`config.mk`:
```
export PLATFORM = sky130hd
export DESIGN_NAME = ula_mc
export DESIGN_NICKNAME = d
export VERILOG_FILES = /design/src/rtl/ula_mc.sv
export SDC_FILE = /design/constraint.sdc
export NUM_CORES = 1
export LEC_CHECK = 0
export ABC_AREA = 1
export ABC_CLOCK_PERIOD_IN_PS = 3800
export CAP_MARGIN = 20
export CORE_MARGIN = 3
export CORE_UTILIZATION = 36
export CTS_BUF_LIST = sky130_fd_sc_hd__clkbuf_16
export DETAILED_ROUTE_END_ITERATION = 16
export PLACE_DENSITY = 0.56
export SKIP_CTS_REPAIR_TIMING = 1
export SYNTH_ARGS = -nofsm -noshare
export SYNTH_HDL_FRONTEND = slang
export SYNTH_SLANG_ARGS = --single-unit
```
`constraint.sdc`:
```
create_clock -name clk -period 3.8 [get_ports clk]
set_input_delay 0.76 -clock clk [delete_from_list [all_inputs] [get_ports clk]]
set_output_delay 0.76 -clock clk [all_outputs]
set_load 0.01 [all_outputs]
```
`src/rtl/ula_mc.sv`:
```
// ula_mc: multi-cycle ALU with start/busy/done handshake, registered result
// and flags. Single-cycle logic, add/sub, compare and shift ops finish in
// one clock; MUL (shift-add) and DIVU (restoring) iterate for WIDTH clocks.
// Ports: clk, reset (sync, active high), start, SrcA, SrcB, ULAControl in;
//        ULAResult, FlagZ, FlagC, busy, done out.
module ula_mc #(
    parameter int WIDTH = 8
) (
    input  logic             clk,
    input  logic             reset,
    input  logic             start,
    input  logic [WIDTH-1:0] SrcA,
    input  logic [WIDTH-1:0] SrcB,
    input  logic [3:0]       ULAControl,
    output logic [WIDTH-1:0] ULAResult,
    output logic             FlagZ,
    output logic             FlagC,
    output logic             busy,
    output logic             done
);
    localparam int SHW = $clog2(WIDTH);
    localparam logic [3:0] OP_MUL  = 4'b1010;
    localparam logic [3:0] OP_DIVU = 4'b1011;

    typedef enum logic {IDLE, RUN} state_t;

    state_t           state, state_n;
    logic [WIDTH-1:0] hi, hi_n;
    logic [WIDTH-1:0] lo, lo_n;
    logic [WIDTH-1:0] opnd, opnd_n;
    logic             is_div, is_div_n;
    logic [SHW-1:0]   cnt, cnt_n;
    logic [WIDTH-1:0] res_n;
    logic             z_n, c_n, done_n;
    logic [WIDTH-1:0] alu_r;
    logic             alu_c;
    logic [WIDTH:0]   ext;
    logic [WIDTH:0]   sum;
    logic [WIDTH:0]   shl;
    logic [WIDTH:0]   diff;

    // Single-cycle operations.
    always_comb begin
        alu_r = '0;
        alu_c = 1'b0;
        ext   = '0;
        case (ULAControl)
            4'b0000: alu_r = SrcA & SrcB;
            4'b0001: alu_r = SrcA | SrcB;
            4'b0010: begin
                ext   = {1'b0, SrcA} + {1'b0, SrcB};
                alu_r = ext[WIDTH-1:0];
                alu_c = ext[WIDTH];
            end
            4'b0011: alu_r = ~(SrcA | SrcB);
            4'b0100: alu_r = SrcA ^ SrcB;
            4'b0101: begin
                // Top bit of the extended difference is the borrow.
                ext   = {1'b0, SrcA} - {1'b0, SrcB};
                alu_r = ext[WIDTH-1:0];
                alu_c = ext[WIDTH];
            end
            4'b0110: alu_r = WIDTH'(SrcA < SrcB);
            4'b0111: alu_r = WIDTH'(SrcA == SrcB);
            4'b1000: alu_r = SrcA << SrcB[SHW-1:0];
            4'b1001: alu_r = SrcA >> SrcB[SHW-1:0];
            default: ;
        endcase
    end

    // Iterative datapath. MUL: {carry,hi,lo} holds partial product and the
    // multiplier, shifted right each step. DIVU: hi is the remainder, lo
    // shifts the dividend out and the quotient bits in.
    always_comb begin
        sum  = lo[0] ? ({1'b0, hi} + {1'b0, opnd}) : {1'b0, hi};
        shl  = {hi, lo[WIDTH-1]};
        diff = shl - {1'b0, opnd};
    end

    always_comb begin
        state_n  = state;
        hi_n     = hi;
        lo_n     = lo;
        opnd_n   = opnd;
        is_div_n = is_div;
        cnt_n    = cnt;
        res_n    = ULAResult;
        z_n      = FlagZ;
        c_n      = FlagC;
        done_n   = 1'b0;
        unique case (state)
            IDLE: begin
                if (start) begin
                    if (ULAControl == OP_MUL || ULAControl == OP_DIVU) begin
                        is_div_n = (ULAControl == OP_DIVU);
                        hi_n     = '0;
                        lo_n     = is_div_n ? SrcA : SrcB;
                        opnd_n   = is_div_n ? SrcB : SrcA;
                        cnt_n    = '0;
                        state_n  = RUN;
                    end else begin
                        res_n  = alu_r;
                        z_n    = (alu_r == '0);
                        c_n    = alu_c;
                        done_n = 1'b1;
                    end
                end
            end
            RUN: begin
                if (is_div) begin
                    if (!diff[WIDTH]) begin
                        hi_n = diff[WIDTH-1:0];
                        lo_n = {lo[WIDTH-2:0], 1'b1};
                    end else begin
                        hi_n = shl[WIDTH-1:0];
                        lo_n = {lo[WIDTH-2:0], 1'b0};
                    end
                end else begin
                    hi_n = sum[WIDTH:1];
                    lo_n = {sum[0], lo[WIDTH-1:1]};
                end
                cnt_n = cnt + 1'b1;
                if (cnt == SHW'(WIDTH - 1)) begin
                    res_n   = lo_n;
                    z_n     = (lo_n == '0);
                    // Divide by zero naturally yields all ones.
                    c_n     = is_div ? (opnd == '0) : (hi_n != '0);
                    done_n  = 1'b1;
                    state_n = IDLE;
                end
            end
        endcase
    end

    always_ff @(posedge clk) begin
        if (reset) begin
            state     <= IDLE;
            hi        <= '0;
            lo        <= '0;
            opnd      <= '0;
            is_div    <= 1'b0;
            cnt       <= '0;
            ULAResult <= '0;
            FlagZ     <= 1'b0;
            FlagC     <= 1'b0;
            done      <= 1'b0;
        end else begin
            state     <= state_n;
            hi        <= hi_n;
            lo        <= lo_n;
            opnd      <= opnd_n;
            is_div    <= is_div_n;
            cnt       <= cnt_n;
            ULAResult <= res_n;
            FlagZ     <= z_n;
            FlagC     <= c_n;
            done      <= done_n;
        end
    end

    assign busy = (state == RUN);

endmodule

```
Word level (Yosys, flattened, before mapping):

Index checks and enable logic that the tools add are counted.

* bits in registers: 40

* $add $sub $neg: 5
* order comparisons: 1
* equal/unequal tests: 17
* shifts and indexed selects: 2
* muxes and demuxes: 41
* bitwise gates (word level): 5
* reductions and logical operators: 9

Operators with widths (number)
* 8-bit two-way mux: 14
* 8-bit one-hot mux with 10 select lines: 1
* 8-bit one-hot mux with 2 select lines: 3
* 8-bit zero test: 3
* 8-bit by 8-bit adder with 9-bit output: 2
* 4-bit by 3-bit equality test with 1-bit output, second input constant: 4
* 4-bit equality test, second input constant: 4
* 1-bit two-way mux: 14
* 1-bit one-hot mux with 2 select lines: 5
* 9-bit two-way mux: 1
* 8-bit by 8-bit subtractor with 9-bit output: 1
* 9-bit by 8-bit subtractor with 9-bit output: 1
* 8-bit bitwise AND: 1
* 4-bit by 2-bit equality test with 1-bit output, second input constant: 2
* 8-bit equality test: 1
* 8-bit < comparator: 1
* 8-bit inverter: 1
* 8-bit bitwise OR: 1
* 8-bit nonzero test: 1
* 8-bit by 3-bit left shift with 8-bit output: 1
* 8-bit by 3-bit right shift with 8-bit output: 1
* 8-bit bitwise XOR: 1
* 3-bit two-way mux: 2
* 2-bit inequality test, second input constant: 3
* other kinds (10): 11

Depth between registers and ports, before layout:

Gate-level depths: netlist (run 1).

* word-level depth: 8
* depth in mapped cells: 20
* mapped depth without buffers: 20

Worst setup path after synthesis (run 1):

No wires, ideal clock.

* kind: input to register
* from: input port SrcA[0]
* to: register FlagC
* library setup time: 0.122 ns
* arrival time: 2.368 ns
* required time: 3.678 ns
* path slack: 1.310 ns
* stages: 14
* path buffers: 0
* cell sequence: ha_1 fa_1 nand2_1 a21oi_1 o21ai_0 nand2_1 a21oi_1 nor2_1 o21ai_0 nand2_1 nand2_1 nand3_1 nand2_1 a21oi_2

* longest elaborated chain between the ends: 5
* elaborated cells between the ends (all ways): 6
* those cells by class: add/sub (2); mux (4)

RTL lines
* start, declared: RTL line 12 `input logic [WIDTH-1:0] SrcA,`
* 8-bit by 8-bit subtractor with 9-bit output or 8-bit by 8-bit adder with 9-bit output (tied branches): RTL line 59, 51
* 1-bit one-hot mux with 2 select lines *: RTL line 47 `case (ULAControl)`
* 1-bit two-way mux *: RTL line 94 `if (ULAControl == OP_MUL || ULAControl == OP_DIVU) begin`
* 1-bit two-way mux *: RTL line 93 `if (start) begin`
* 1-bit one-hot mux with 2 select lines *: RTL line 91 `unique case (state)`
* end signal, assigned: RTL line 156 `FlagC <= c_n;`
* end, declared: RTL line 17 `output logic FlagC,`

Mark *: on every way between the ends. The rest lies on a longest branch, timed or not. The select of a mux whose other input is x is not followed.
A chain may end at the register's enable or synchronous reset.

Final worst setup path (run 1):

* from: input port SrcA[0]
* to: register FlagZ

* longest elaborated chain between the ends: 7
* elaborated cells between the ends (all ways): 15
* those cells by class: add/sub (2); order compare (1); eq/ne (1); shift (2); mux (4); bitwise (4); reduce/logical (1)

RTL lines
* branches (longest 2 deep; another with 8-bit by 8-bit subtractor with 9-bit output)
* 8-bit one-hot mux with 10 select lines *: RTL line 47
* 8-bit zero test *: RTL line 103 `z_n = (alu_r == '0);`
* 1-bit two-way mux *: RTL line 94
* 1-bit two-way mux *: RTL line 93
* 1-bit one-hot mux with 2 select lines *: RTL line 91
* end signal, assigned: RTL line 155 `FlagZ <= z_n;`
* end, declared: RTL line 16 `output logic FlagZ,`

Mark *: on every way between the ends. The select of a mux whose other input is x is not followed.

==> results_tabular.tex, run 1 <==
\begin{tabular}{lr}
\hline
Metric & Value \\
\hline
\multicolumn{2}{l}{\textbf{Cells and area}} \\
\quad Filler Cells Inserted & between 1000 and 1500 \\
\quad Final antenna diode count & 0 \\
\quad Number of nets in the layout & a little under 900 \\
\quad Fraction of layout cells with a size suffix above 1 & 0.07072 \\
\quad Area growth syn-to-layout & 17.08\% \\
\quad Post-layout util & 0.4351 \\
\multicolumn{2}{l}{\textbf{Pwr}} \\
\quad Net switching power & 474.9 uW \\
\quad Sequential cell fraction of total power & 0.326 \\
\quad Tot Pwr & 1381 uW \\
\quad Total power per unit cell area & between 200 and 300 nW/um\^{}2 \\
\quad Switching Fraction & 0.3440 \\
\quad Clock Power Share & 0.358 \\
\quad Leakage & 0.002469 uW \\
\quad Max VDD drop & between 150 and 200 uV \\
\quad Power share of the combinational group & 0.316 \\
\quad Internal Power & around 910 uW \\
\multicolumn{2}{l}{\textbf{Min path}} \\
\quad Type of the tightest min-delay check & flip-flop to flip-flop \\
\multicolumn{2}{l}{\textbf{Critical path}} \\
\quad Setup Crit Path Kind & primary input to flip-flop \\
\quad Worst EP required & about 4.0 ns \\
\quad Reg-to-reg critical path startpoint & opnd[0] \\
\quad Delay of the slowest cell on the worst path & approximately 0.64 ns \\
\quad Worst Path Arrival & approximately 3.6 ns \\
\quad Startpoint class of the critical path & primary input \\
\quad Cell type group with the largest total delay on the critical path & simple AND/OR/NAND/NOR gates \\
\quad Largest fanout on the critical path & 5 \\
\quad Worst path bufs/invs & 3 \\
\quad Worst-case reg-to-reg path depth & 19 \\
\quad Setup slack on the worst flop-to-flop path & around 1.2 ns \\
\quad Crit. path cell count & 12 \\
\quad Worst reg2reg endpoint & FlagC \\
\quad Cell breakdown of the critical path & clkdlybuf4s50\_1 > inv\_1 > ha\_1 > inv\_1 > fa\_1 > nand2\_1 > o21ai\_0 > nor4\_2 > nand3\_1 > nor2\_1 > nand2\_1 > a21oi\_2 \\
\quad Worst Setup EP & FlagZ \\
\quad Standard cell with the maximum stage delay on the critical path & clkdlybuf4s50\_1 \\
\quad CP startpoint & SrcA[0] \\
\quad Worst Setup End Kind & flip-flop \\
\multicolumn{2}{l}{\textbf{Timing}} \\
\quad Largest clock skew in the final design & between 0.005 and 0.006 ns \\
\quad Post-Route Setup TNS & 0 ns \\
\quad Worst Slack Setup Final & around 0.4 ns \\
\quad Maximum operating frequency & $\sim$290 MHz \\
\quad Crit share post-route & 0.8950 \\
\quad Count of pins over their slew limit & 0 \\
\quad Total count of hold-check failures in the final report & 0 \\
\quad Relative max-transition margin & 0.5951 \\
\quad Setup violation total in the final timing report & 0 \\
\quad Setup repair after global routing missed its margin & no \\
\quad Hold Slack & 0.4620 ns \\
\quad Actual slew at the worst max-slew pin & a little over 0.6 ns \\
\quad Time the worst path needs with I/O delays and setup & around 3.4 ns \\
\multicolumn{2}{l}{\textbf{Global route}} \\
\quad Antenna violations before repair & 0 \\
\quad GRT Residual Overflow & 0 \\
\quad Maximum number of pins on one net before global-route repair & 30 \\
\quad Global-route wire length before repair & roughly 27000 um \\
\quad Tot GR Track Use & 0.2415 \\
\quad Vias in the first global route & between 4000 and 5000 \\
\multicolumn{2}{l}{\textbf{Yosys}} \\
\quad Post-synthesis net count & roughly 840 \\
\quad Largest cells by area after synthesis & dfxtp\_1, nand2\_1, ha\_1, inv\_1, a21oi\_1 \\
\quad Sequential share of the synthesized area & 0.1772 \\
\quad Top flip-flop cell by instance count after synthesis & dfxtp\_1 \\
\quad Synthesized instance count & approximately 770 \\
\quad Post-synthesis area per instance & 5.908 um\^{}2 \\
\quad Synth warnings & 0 \\
\quad Mapped cell area & 4519 um\^{}2 \\
\quad EDFF count, synth & 0 \\
\quad Async S/R FF share, synth & 0 \\
\quad Most used standard cell by instance count after synthesis & nand2\_1 \\
\quad Number of synthesized register bits & 40 \\
\quad Top cell type by total area after synthesis & dfxtp\_1 \\
\quad Fraction of synthesized cell area taken by the top area cell type & 0.1772 \\
\quad Synth cell count leaders & nand2\_1, inv\_1, nor2\_1, a21oi\_1, o21ai\_0 \\
\quad Netlist cell types & 43 \\
\multicolumn{2}{l}{\textbf{Routing}} \\
\quad DRT Wirelength & around 17000 um \\
\quad 1st-iter DRT viols & 428 \\
\quad \# DRC & 0 \\
\quad Routed wirelength normalized by instance count & about 17 um \\
\quad Number of iterations in the first detailed-routing pass & 5 \\
\quad Vias per std cell & around 5.4 \\
\quad Remaining antenna violation count after routing & 0 \\
\quad Via count & between 5000 and 6000 \\
\multicolumn{2}{l}{\textbf{Clocking}} \\
\quad Cell at the root of the clock tree & clkbuf\_16 \\
\quad Number of levels in the clock H-tree & 2 \\
\quad TritonCTS clock tree & yes \\
\quad Clock latency at the later pin of the worst-skew pair & $\sim$0.29 ns \\
\quad Number of clock sinks seen by CTS & 40 \\
\quad Clk buf depth & 2 \\
\quad Clock input transition at the sequential cells of the worst setup and hold paths & around 0.06 ns \\
\quad Number of buffers created by CTS & 5 \\
\multicolumn{2}{l}{\textbf{Floorplan}} \\
\quad Starting density of the core & 0.3716 \\
\quad I/O pin cnt & 35 \\
\quad Total number of placement rows & 40 \\
\quad Die outline height & between 100 and 150 um \\
\quad Die X-Extent & roughly 120 um \\
\quad DIE AREA & roughly 14000 um\^{}2 \\
\quad Placeable core region & approximately 12000 um\^{}2 \\
\multicolumn{2}{l}{\textbf{Run}} \\
\quad Maximum Capacitance Violations & 0 \\
\multicolumn{2}{l}{\textbf{Placed design}} \\
\quad Pre-CTS setup slack & about 0.14 ns \\
\quad HPWL reported at the end of detailed placement & 13790 um \\
\quad Count of buffers inserted at the top-level ports & 34 \\
\quad Global placer's final weighted congestion & 0.9954 \\
\multicolumn{2}{l}{\textbf{Status}} \\
\quad Result of the run & finished clean \\
\hline
\end{tabular}
worst min path at each step:
stage	slack (ns)	end	from	depth (start not counted)
6_report	0.46	cnt[0]	cnt[0]	1
2_1_floorplan	0.43	cnt[0]	cnt[0]	1
3_3_place_gp	0.45	cnt[0]	cnt[0]	1
4_1_cts	0.46	cnt[0]	cnt[0]	1
3_5_place_dp	0.45	cnt[0]	cnt[0]	1
5_1_grt	0.50	cnt[2]	cnt[2]	2
registers in the layout (all words and copies together), names as in the netlist:
signal	count
cnt	3
lo	8
done	1
FlagC	1
ULAResult	8
is_div	1
opnd	8
FlagZ	1
hi	8
busy	1
through the flow:
step / instance area [um^2] / std cells
floorplan: 4519 / 765
global placement: 5119 / 966
detailed placement: 5119 / 966
CTS: 5291 / 974
global route: 5291 / 974
finish: 5291 / 974
final cells by class:
class	instances	area, um^2	share of cell area
clock buffer	5	125.1	0.02365
clock inverter	3	47.55	0.008986
inverter	108	405.4	0.07661
multi-input combinational	596	3212	0.6070
sequential	40	800.8	0.1513
tap	168	210.2	0.03973
timing repair buffer	54	490.5	0.09269
cell families (layout without fill, tap and decap cells):
kind of cell,count (synthesis),after routing,share of synthesized area
adders and majority gates,48,48,0.1395
buffers and inverters,129,170,0.1121
DFF,40,40,0.1772
and+or+nand+nor,364,364,0.3389
xor gates and xnor gates,3,3,0.005815
AOI/OAI and AO/OA,181,181,0.2265
worst reg2reg max path, stage by stage, from the launching register on:
cell and delay (ns):
dfxtp_1 0.41, ha_1 0.18, inv_1 0.07, fa_1 0.41, nand2_1 0.08, nand2_1 0.09
nand3_1 0.14, nand2_1 0.11, nand2_2 0.12, nand2_2 0.11, nor2_1 0.13, nor2_1 0.07
nor2_1 0.08, nand2_1 0.07, nor2_1 0.11, nand2_1 0.06, nand2_1 0.06, nand2_1 0.10
nand2_1 0.09, a21oi_2 0.05
power groups by stage:
stage               registers (uW)  clock network, uW  logic [uW]
floorplan                      460                  0         259
global placement               459                  0         433
detailed placement             458                  0         427
CTS                            449                502         431
global route                   452                518         483
finish                         449                495         437
placed cells by master, fill, tap and decap left out, drive strengths merged, types with 7 or more instances in the layout:
cell type	instances
dfxtp	40
inv	106
clkdlybuf4s50	34
a31oi	11
o21ai	65
nand2	207
a21oi	72
nor3	8
nor2	75
buf	20
o211ai	7
ha	44
nand3	61
layer usage:
layer	vias up	part of all wire	GRT usage
met5	-	0	0
met4	0	0.021	0.06007
met3	21	0.061	0.03796
met2	165	0.43	0.3644
met1	2443	0.49	0.3576
li1	2611	-	-
Note: power is estimated with default switching activity, not from simulation.
==> run 2: changes to the inputs <==
--- a/config.mk
+++ b/config.mk
@@ -12,6 +12,7 @@
 export CORE_UTILIZATION = 36
 export CTS_BUF_LIST = sky130_fd_sc_hd__clkbuf_16
 export DETAILED_ROUTE_END_ITERATION = 16
+export GPL_ROUTABILITY_DRIVEN = 0
 export PLACE_DENSITY = 0.56
 export SKIP_CTS_REPAIR_TIMING = 1
 export SYNTH_ARGS = -nofsm -noshare
==> results_tabular.tex, run 2 (same netlist as run 1, synthesis figures left out) <==
\begin{tabular}{lr}
\hline
Metric & Value \\
\hline
\multicolumn{2}{l}{\textbf{Pwr}} \\
\quad Total power per unit cell area & 261.3 nW/um\^{}2 (+0.16\%) \\
\quad Max VDD drop & 183.3 uV (-7.5\%) \\
\quad Tot Pwr & 1363 uW (-1.3\%) \\
\quad Leakage & 0.002422 uW (-1.9\%) \\
\multicolumn{2}{l}{\textbf{Status}} \\
\quad Result of the run & finished clean \\
\multicolumn{2}{l}{\textbf{Timing}} \\
\quad Crit share post-route & 0.8617 (-0.03336) \\
\quad Relative max-transition margin & 0.4094 (-0.1856) \\
\quad Actual slew at the worst max-slew pin & 0.8847 ns (+0.2795 ns) \\
\quad Setup repair after global routing missed its margin & no \\
\quad Setup violation total in the final timing report & 0 (unchanged) \\
\quad Post-Route Setup TNS & 0 ns (unchanged) \\
\quad Maximum operating frequency & 305.4 MHz (+3.9\%) \\
\quad Largest clock skew in the final design & 0.009518 ns (+0.004063 ns) \\
\quad Time the worst path needs with I/O delays and setup & 3.274 ns (-0.1268 ns) \\
\quad Count of pins over their slew limit & 0 (unchanged) \\
\quad Total count of hold-check failures in the final report & 0 (unchanged) \\
\multicolumn{2}{l}{\textbf{Cells and area}} \\
\quad Fraction of layout cells with a size suffix above 1 & 0.05905 (-0.01167) \\
\quad Final non-filler cell total & 964 (-1.0\%) \\
\quad Number of nets in the layout & 866 (-1.1\%) \\
\quad Most common cell after layout, fill and taps aside & nand2\_1 \\
\quad Final antenna diode count & 0 (unchanged) \\
\quad Area growth syn-to-layout & 15.42\% \\
\quad Highest-count cells in the layout ignoring fill and taps & nand2\_1, inv\_1, nor2\_1, a21oi\_1, o21ai\_0 \\
\multicolumn{2}{l}{\textbf{Critical path}} \\
\quad Worst EP required & 4.03 ns (about the same) \\
\quad Reg-to-reg critical path startpoint & opnd[0] \\
\quad Setup slack on the worst flop-to-flop path & 1.15 ns (about the same) \\
\quad Delay of the slowest cell on the worst path & 0.50 ns (-0.14 ns) \\
\quad Startpoint class of the critical path & primary input \\
\quad Setup Crit Path Kind & primary input to flip-flop \\
\quad Worst Setup End Kind & flip-flop \\
\quad Largest fanout on the critical path & 5 (unchanged) \\
\quad CP startpoint & SrcA[0] \\
\quad Standard cell with the maximum stage delay on the critical path & clkdlybuf4s50\_1 \\
\quad Worst reg2reg endpoint & FlagC \\
\quad Cell breakdown of the critical path & clkdlybuf4s50\_1 > inv\_1 > ha\_1 > inv\_1 > fa\_1 > o21ai\_0 > a21oi\_1 > a211oi\_1 > nand3\_1 > nor2\_1 > nand2\_1 > nor2\_1 > nand2\_1 > a21oi\_2 \\
\quad Worst-case reg-to-reg path depth & 19 (unchanged) \\
\quad Worst Path Arrival & 3.50 ns (-0.12 ns) \\
\multicolumn{2}{l}{\textbf{Placed design}} \\
\quad Post-placement cell count & 956 (-1.0\%) \\
\quad HPWL reported at the end of detailed placement & 12370 um (-10\%) \\
\quad Count of buffers inserted at the top-level ports & 34 (unchanged) \\
\multicolumn{2}{l}{\textbf{Routing}} \\
\quad \# DRC & 0 (unchanged) \\
\quad 1st-iter DRT viols & 493 (+15\%) \\
\quad Remaining antenna violation count after routing & 0 (unchanged) \\
\quad Number of iterations in the first detailed-routing pass & 6 (+1) \\
\quad Via count & 5147 (-1.8\%) \\
\quad Routed wirelength normalized by instance count & 16.06 um (-8.2\%) \\
\quad DRT Wirelength & 15490 um (-9.1\%) \\
\quad Vias per std cell & 5.339 (-0.76\%) \\
\multicolumn{2}{l}{\textbf{Clocking}} \\
\quad Clock input transition at the sequential cells of the worst setup and hold paths & 0.07 ns (about the same) \\
\quad Number of clock sinks seen by CTS & 40 (unchanged) \\
\quad Cell at the root of the clock tree & clkbuf\_16 \\
\quad Number of buffers created by CTS & 5 (unchanged) \\
\quad TritonCTS clock tree & yes \\
\quad Clk buf depth & 2 (unchanged) \\
\quad Number of levels in the clock H-tree & 2 (unchanged) \\
\quad Clock latency at the later pin of the worst-skew pair & 0.29 ns (about the same) \\
\multicolumn{2}{l}{\textbf{Floorplan}} \\
\quad Die outline height & 118.0 um (unchanged) \\
\quad DIE AREA & 13930 um\^{}2 (unchanged) \\
\quad Die X-Extent & 118.0 um (unchanged) \\
\quad Total number of placement rows & 40 (unchanged) \\
\quad I/O pin cnt & 35 (unchanged) \\
\quad Starting density of the core & 0.3716 (unchanged) \\
\quad Placeable core region & 12160 um\^{}2 (unchanged) \\
\multicolumn{2}{l}{\textbf{Min path}} \\
\quad Worst hold path cell count & 1 (unchanged) \\
\quad Capture endpoint of the worst hold path & cnt[0] \\
\quad Beginning of the worst hold path & cnt[0] \\
\quad Type of the tightest min-delay check & flip-flop to flip-flop \\
\multicolumn{2}{l}{\textbf{Global route}} \\
\quad Global-route wire length before repair & 24870 um (-6.8\%) \\
\quad Tot GR Track Use & 0.2193 (-0.02215) \\
\quad GRT Residual Overflow & 0 (unchanged) \\
\quad Maximum number of pins on one net before global-route repair & 30 (unchanged) \\
\quad Vias in the first global route & 4787 (-0.66\%) \\
\quad Antenna violations before repair & 0 (unchanged) \\
\multicolumn{2}{l}{\textbf{Run}} \\
\quad Maximum Capacitance Violations & 0 (unchanged) \\
\hline
\end{tabular}
run 2: changes by cell type in the layout (fill, tap and decap cells not counted):
cell,change
buf_4,-10
run 2: report_power, final:
part           switching, uW  total (uW)  internal, uW
Clock                    184         496           312
Combinational            263         413           150
Sequential              16.9         454           437
run 2: worst max-delay path by stage:
| stage | end | slack, ns | cells past startpoint |
|---|---|---|---|
| 3_3_place_gp | FlagZ | 0.30 | 14 |
| 3_5_place_dp | FlagZ | 0.33 | 14 |
| 2_1_floorplan | FlagC | 1.31 | 14 |
| 4_1_cts | FlagZ | 0.62 | 14 |
| 6_report | FlagZ | 0.53 | 14 |
| 5_1_grt | FlagZ | 0.37 | 14 |
run 2: area by class of cell:
cell class | instances | area [um^2]
fill | 1332 | 6945
inverter | 108 | 405.4
tap | 168 | 210.2
sequential | 40 | 800.8
multi-input combinational | 596 | 3212
timing repair buffer | 44 | 415.4
clock inverter | 3 | 47.55
clock buffer | 5 | 125.1
run 2: routing by layer:
layer | GRT usage | share of wire | vias up
met4 | 0.05641 | 0.024 | 0
met5 | 0 | 0 | -
met2 | 0.3485 | 0.45 | 195
li1 | - | - | 2590
met3 | 0.03844 | 0.067 | 35
met1 | 0.3069 | 0.46 | 2327
run 2: through the flow:
step / setup WS, ns / utilization / hold slack, ns / area [um^2]
floorplan: 1.310 / - / 0.4327 / 4519
global placement: 0.3037 / 0.4147 / 0.4536 / 5044
detailed placement: 0.3329 / 0.4147 / 0.4591 / 5044
CTS: 0.6233 / 0.4289 / 0.4699 / 5216
global route: 0.3694 / 0.4289 / 0.4919 / 5216
finish: 0.5257 / 0.4289 / 0.4688 / 5216
run 2: worst max-delay path: cells and delay by family:
kind / cells / cell delay, ns
buf+inv: 3 / 0.82
simple gates: 5 / 0.66
compound gates: 4 / 0.64
fa+ha+maj: 2 / 0.62
==> run 3: changes to the inputs <==
--- a/config.mk
+++ b/config.mk
@@ -8,6 +8,7 @@
 export ABC_AREA = 1
 export ABC_CLOCK_PERIOD_IN_PS = 3800
 export CAP_MARGIN = 20
+export CORE_ASPECT_RATIO = 1.75
 export CORE_MARGIN = 3
 export CORE_UTILIZATION = 36
 export CTS_BUF_LIST = sky130_fd_sc_hd__clkbuf_16
==> results_tabular.tex, run 3 (same netlist as run 1, synthesis figures left out) <==
\begin{tabular}{lr}
\hline
Metric & Value \\
\hline
\multicolumn{2}{l}{\textbf{Status}} \\
\quad Result of the run & finished clean \\
\multicolumn{2}{l}{\textbf{Critical path}} \\
\quad Startpoint class of the critical path & primary input \\
\quad Worst reg2reg endpoint & FlagC \\
\quad Worst Path Arrival & 3.34 ns (-0.16 ns) \\
\quad Worst EP required & 3.97 ns (-0.06 ns) \\
\quad Setup Crit Path Kind & primary input to flip-flop \\
\quad Worst Setup End Kind & flip-flop \\
\quad Reg-to-reg critical path startpoint & opnd[0] \\
\quad Cell repeated most along the worst path & nand2\_1 \\
\quad Delay of the slowest cell on the worst path & 0.68 ns (+0.18 ns) \\
\quad Largest fanout on the critical path & 10 (+5) \\
\quad Standard cell with the maximum stage delay on the critical path & clkdlybuf4s50\_1 \\
\quad Cell breakdown of the critical path & clkdlybuf4s50\_1 > inv\_2 > ha\_1 > nand2\_1 > a21oi\_1 > o21ai\_0 > nand2\_1 > a21oi\_1 > nor2\_1 > o21ai\_0 > nand2\_1 > nand2\_1 > nand3\_1 > nand2\_1 > a21oi\_2 \\
\quad Worst-case reg-to-reg path depth & 19 (unchanged) \\
\quad Setup slack on the worst flop-to-flop path & 1.06 ns (-0.09 ns) \\
\multicolumn{2}{l}{\textbf{Routing}} \\
\quad DRT Wirelength & 17080 um (+10\%) \\
\quad Routed wirelength normalized by instance count & 17.74 um (+10\%) \\
\quad 1st-iter DRT viols & 365 (-26\%) \\
\quad Vias per std cell & 5.421 (+1.5\%) \\
\quad Number of iterations in the first detailed-routing pass & 6 (unchanged) \\
\quad Remaining antenna violation count after routing & 0 (unchanged) \\
\quad Via count & 5220 (+1.4\%) \\
\quad \# DRC & 0 (unchanged) \\
\multicolumn{2}{l}{\textbf{Floorplan}} \\
\quad DIE AREA & 13990 um\^{}2 (+0.38\%) \\
\quad I/O pin cnt & 35 (unchanged) \\
\quad Die X-Extent & 90.70 um (-23\%) \\
\quad Placeable core region & 12140 um\^{}2 (-0.22\%) \\
\quad Total number of placement rows & 53 (+33\%) \\
\quad Die outline height & 154.2 um (+31\%) \\
\quad Starting density of the core & 0.3724 (+0.0008046) \\
\multicolumn{2}{l}{\textbf{Clocking}} \\
\quad Clk buf depth & 2 (unchanged) \\
\quad Clock latency at the later pin of the worst-skew pair & 0.29 ns (about the same) \\
\quad Number of buffers created by CTS & 5 (unchanged) \\
\quad Number of levels in the clock H-tree & 2 (unchanged) \\
\quad Number of clock sinks seen by CTS & 40 (unchanged) \\
\quad TritonCTS clock tree & yes \\
\quad Cell at the root of the clock tree & clkbuf\_16 \\
\quad Clock input transition at the sequential cells of the worst setup and hold paths & 0.07 ns (about the same) \\
\multicolumn{2}{l}{\textbf{Pwr}} \\
\quad Clock Power Share & 0.363 (about the same) \\
\quad Power share of the combinational group & 0.311 (+0.008) \\
\quad Sequential cell fraction of total power & 0.326 (-0.007) \\
\quad Total power per unit cell area & 263.7 nW/um\^{}2 (+0.89\%) \\
\quad Tot Pwr & 1378 uW (+1.1\%) \\
\quad Internal Power & 901.4 uW (+0.23\%) \\
\quad Leakage & 0.002431 uW (+0.40\%) \\
\quad Max VDD drop & 140.7 uV (-23\%) \\
\quad Net switching power & 477.0 uW (+2.8\%) \\
\quad Switching Fraction & 0.3460 (+0.005759) \\
\multicolumn{2}{l}{\textbf{Global route}} \\
\quad Antenna violations before repair & 0 (unchanged) \\
\quad Vias in the first global route & 5182 (+8.3\%) \\
\quad GRT Residual Overflow & 0 (unchanged) \\
\quad Maximum number of pins on one net before global-route repair & 30 (unchanged) \\
\quad Tot GR Track Use & 0.2464 (+0.02705) \\
\quad Global-route wire length before repair & 26940 um (+8.3\%) \\
\multicolumn{2}{l}{\textbf{Cells and area}} \\
\quad Final antenna diode count & 0 (unchanged) \\
\quad Fraction of layout cells with a size suffix above 1 & 0.06140 (+0.002358) \\
\quad Highest-count cells in the layout ignoring fill and taps & nand2\_1, inv\_1, nor2\_1, a21oi\_1, o21ai\_0 \\
\quad Most common cell after layout, fill and taps aside & nand2\_1 \\
\quad Area of the multi-input gates & 3212 um\^{}2 (unchanged) \\
\quad Area growth syn-to-layout & 15.67\% \\
\quad Register Area & 800.8 um\^{}2 (unchanged) \\
\quad Post-layout util & 0.4308 (+0.001857) \\
\quad Filler Cells Inserted & 1352 (+1.5\%) \\
\quad Number of nets in the layout & 868 (+0.23\%) \\
\multicolumn{2}{l}{\textbf{Timing}} \\
\quad Relative max-transition margin & 0.5109 (+0.1014) \\
\quad Actual slew at the worst max-slew pin & 0.7329 ns (-0.1517 ns) \\
\quad Count of pins over their slew limit & 0 (unchanged) \\
\quad Post-Route Setup TNS & 0 ns (unchanged) \\
\quad Maximum operating frequency & 315.9 MHz (+3.4\%) \\
\quad Time the worst path needs with I/O delays and setup & 3.166 ns (-0.1085 ns) \\
\quad Setup violation total in the final timing report & 0 (unchanged) \\
\quad Largest clock skew in the final design & 0.009147 ns (-0.0003715 ns) \\
\quad Total count of hold-check failures in the final report & 0 (unchanged) \\
\quad Setup repair after global routing missed its margin & no \\
\quad Crit share post-route & 0.8331 (-0.02855) \\
\multicolumn{2}{l}{\textbf{Min path}} \\
\quad Worst hold path cell count & 1 (unchanged) \\
\quad Beginning of the worst hold path & cnt[0] \\
\quad Capture endpoint of the worst hold path & cnt[0] \\
\quad Type of the tightest min-delay check & flip-flop to flip-flop \\
\multicolumn{2}{l}{\textbf{Placed design}} \\
\quad Count of buffers inserted at the top-level ports & 34 (unchanged) \\
\quad HPWL reported at the end of detailed placement & 13960 um (+13\%) \\
\multicolumn{2}{l}{\textbf{Run}} \\
\quad Maximum Capacitance Violations & 0 (unchanged) \\
\hline
\end{tabular}
[run 3: cell types whose count changed in the layout (fill, tap and decap cells not counted), sizes merged]
cell / previous run / this run
buf: 10 / 12
[run 3: worst max-delay path: cells and delay by family]
| family | cells | cell delay, ns |
|---|---|---|
| adders and majority gates | 1 | 0.41 |
| and+or+nand+nor | 7 | 0.60 |
| AOI/OAI and AO/OA | 5 | 0.72 |
| buffers and inverters | 2 | 0.85 |
[run 3: worst max-delay path by stage]
stage	slack, ns	to	from
2_1_floorplan	1.31	FlagC	SrcA[0]
3_3_place_gp	0.41	FlagZ	SrcA[0]
3_5_place_dp	0.40	FlagZ	SrcA[0]
4_1_cts	0.70	FlagZ	SrcA[0]
5_1_grt	0.41	FlagZ	SrcB[2]
6_report	0.63	FlagC	SrcB[2]
[run 3: power by group through the flow]
stage	sequential, uW	clock, uW	combinational [uW]
floorplan	460	0	259
global placement	459	0	419
detailed placement	460	0	420
CTS	450	506	422
global route	452	519	475
finish	450	500	428
[run 3: cell type report]
class / instances / share of cell area
sequential: 40 / 0.1532
timing repair buffer: 46 / 0.08234
clock buffer: 5 / 0.02393
inverter: 108 / 0.07755
tap: 165 / 0.03949
clock inverter: 3 / 0.009095
multi-input combinational: 596 / 0.6144
[run 3: metal layers]
layer	vias to the layer above	global-route usage	wire length, um
met5	-	0	0
met4	0	0.2038	1535
met3	75	0.02092	602
met2	189	0.4630	9002
met1	2361	0.2397	5941
li1	2595	-	-
[run 3: per-stage QoR]
step / hold slack (ns) / setup slack (ns) / std cells / instance area [um^2]
final: 0.4784 / 0.6342 / 963 / 5228
after global placement: 0.4544 / 0.4146 / 955 / 5055
after global routing: 0.5131 / 0.4101 / 963 / 5228
after detailed placement: 0.4660 / 0.4011 / 955 / 5055
after CTS: 0.4770 / 0.7046 / 963 / 5228
after floorplan: 0.4327 / 1.310 / 765 / 4519
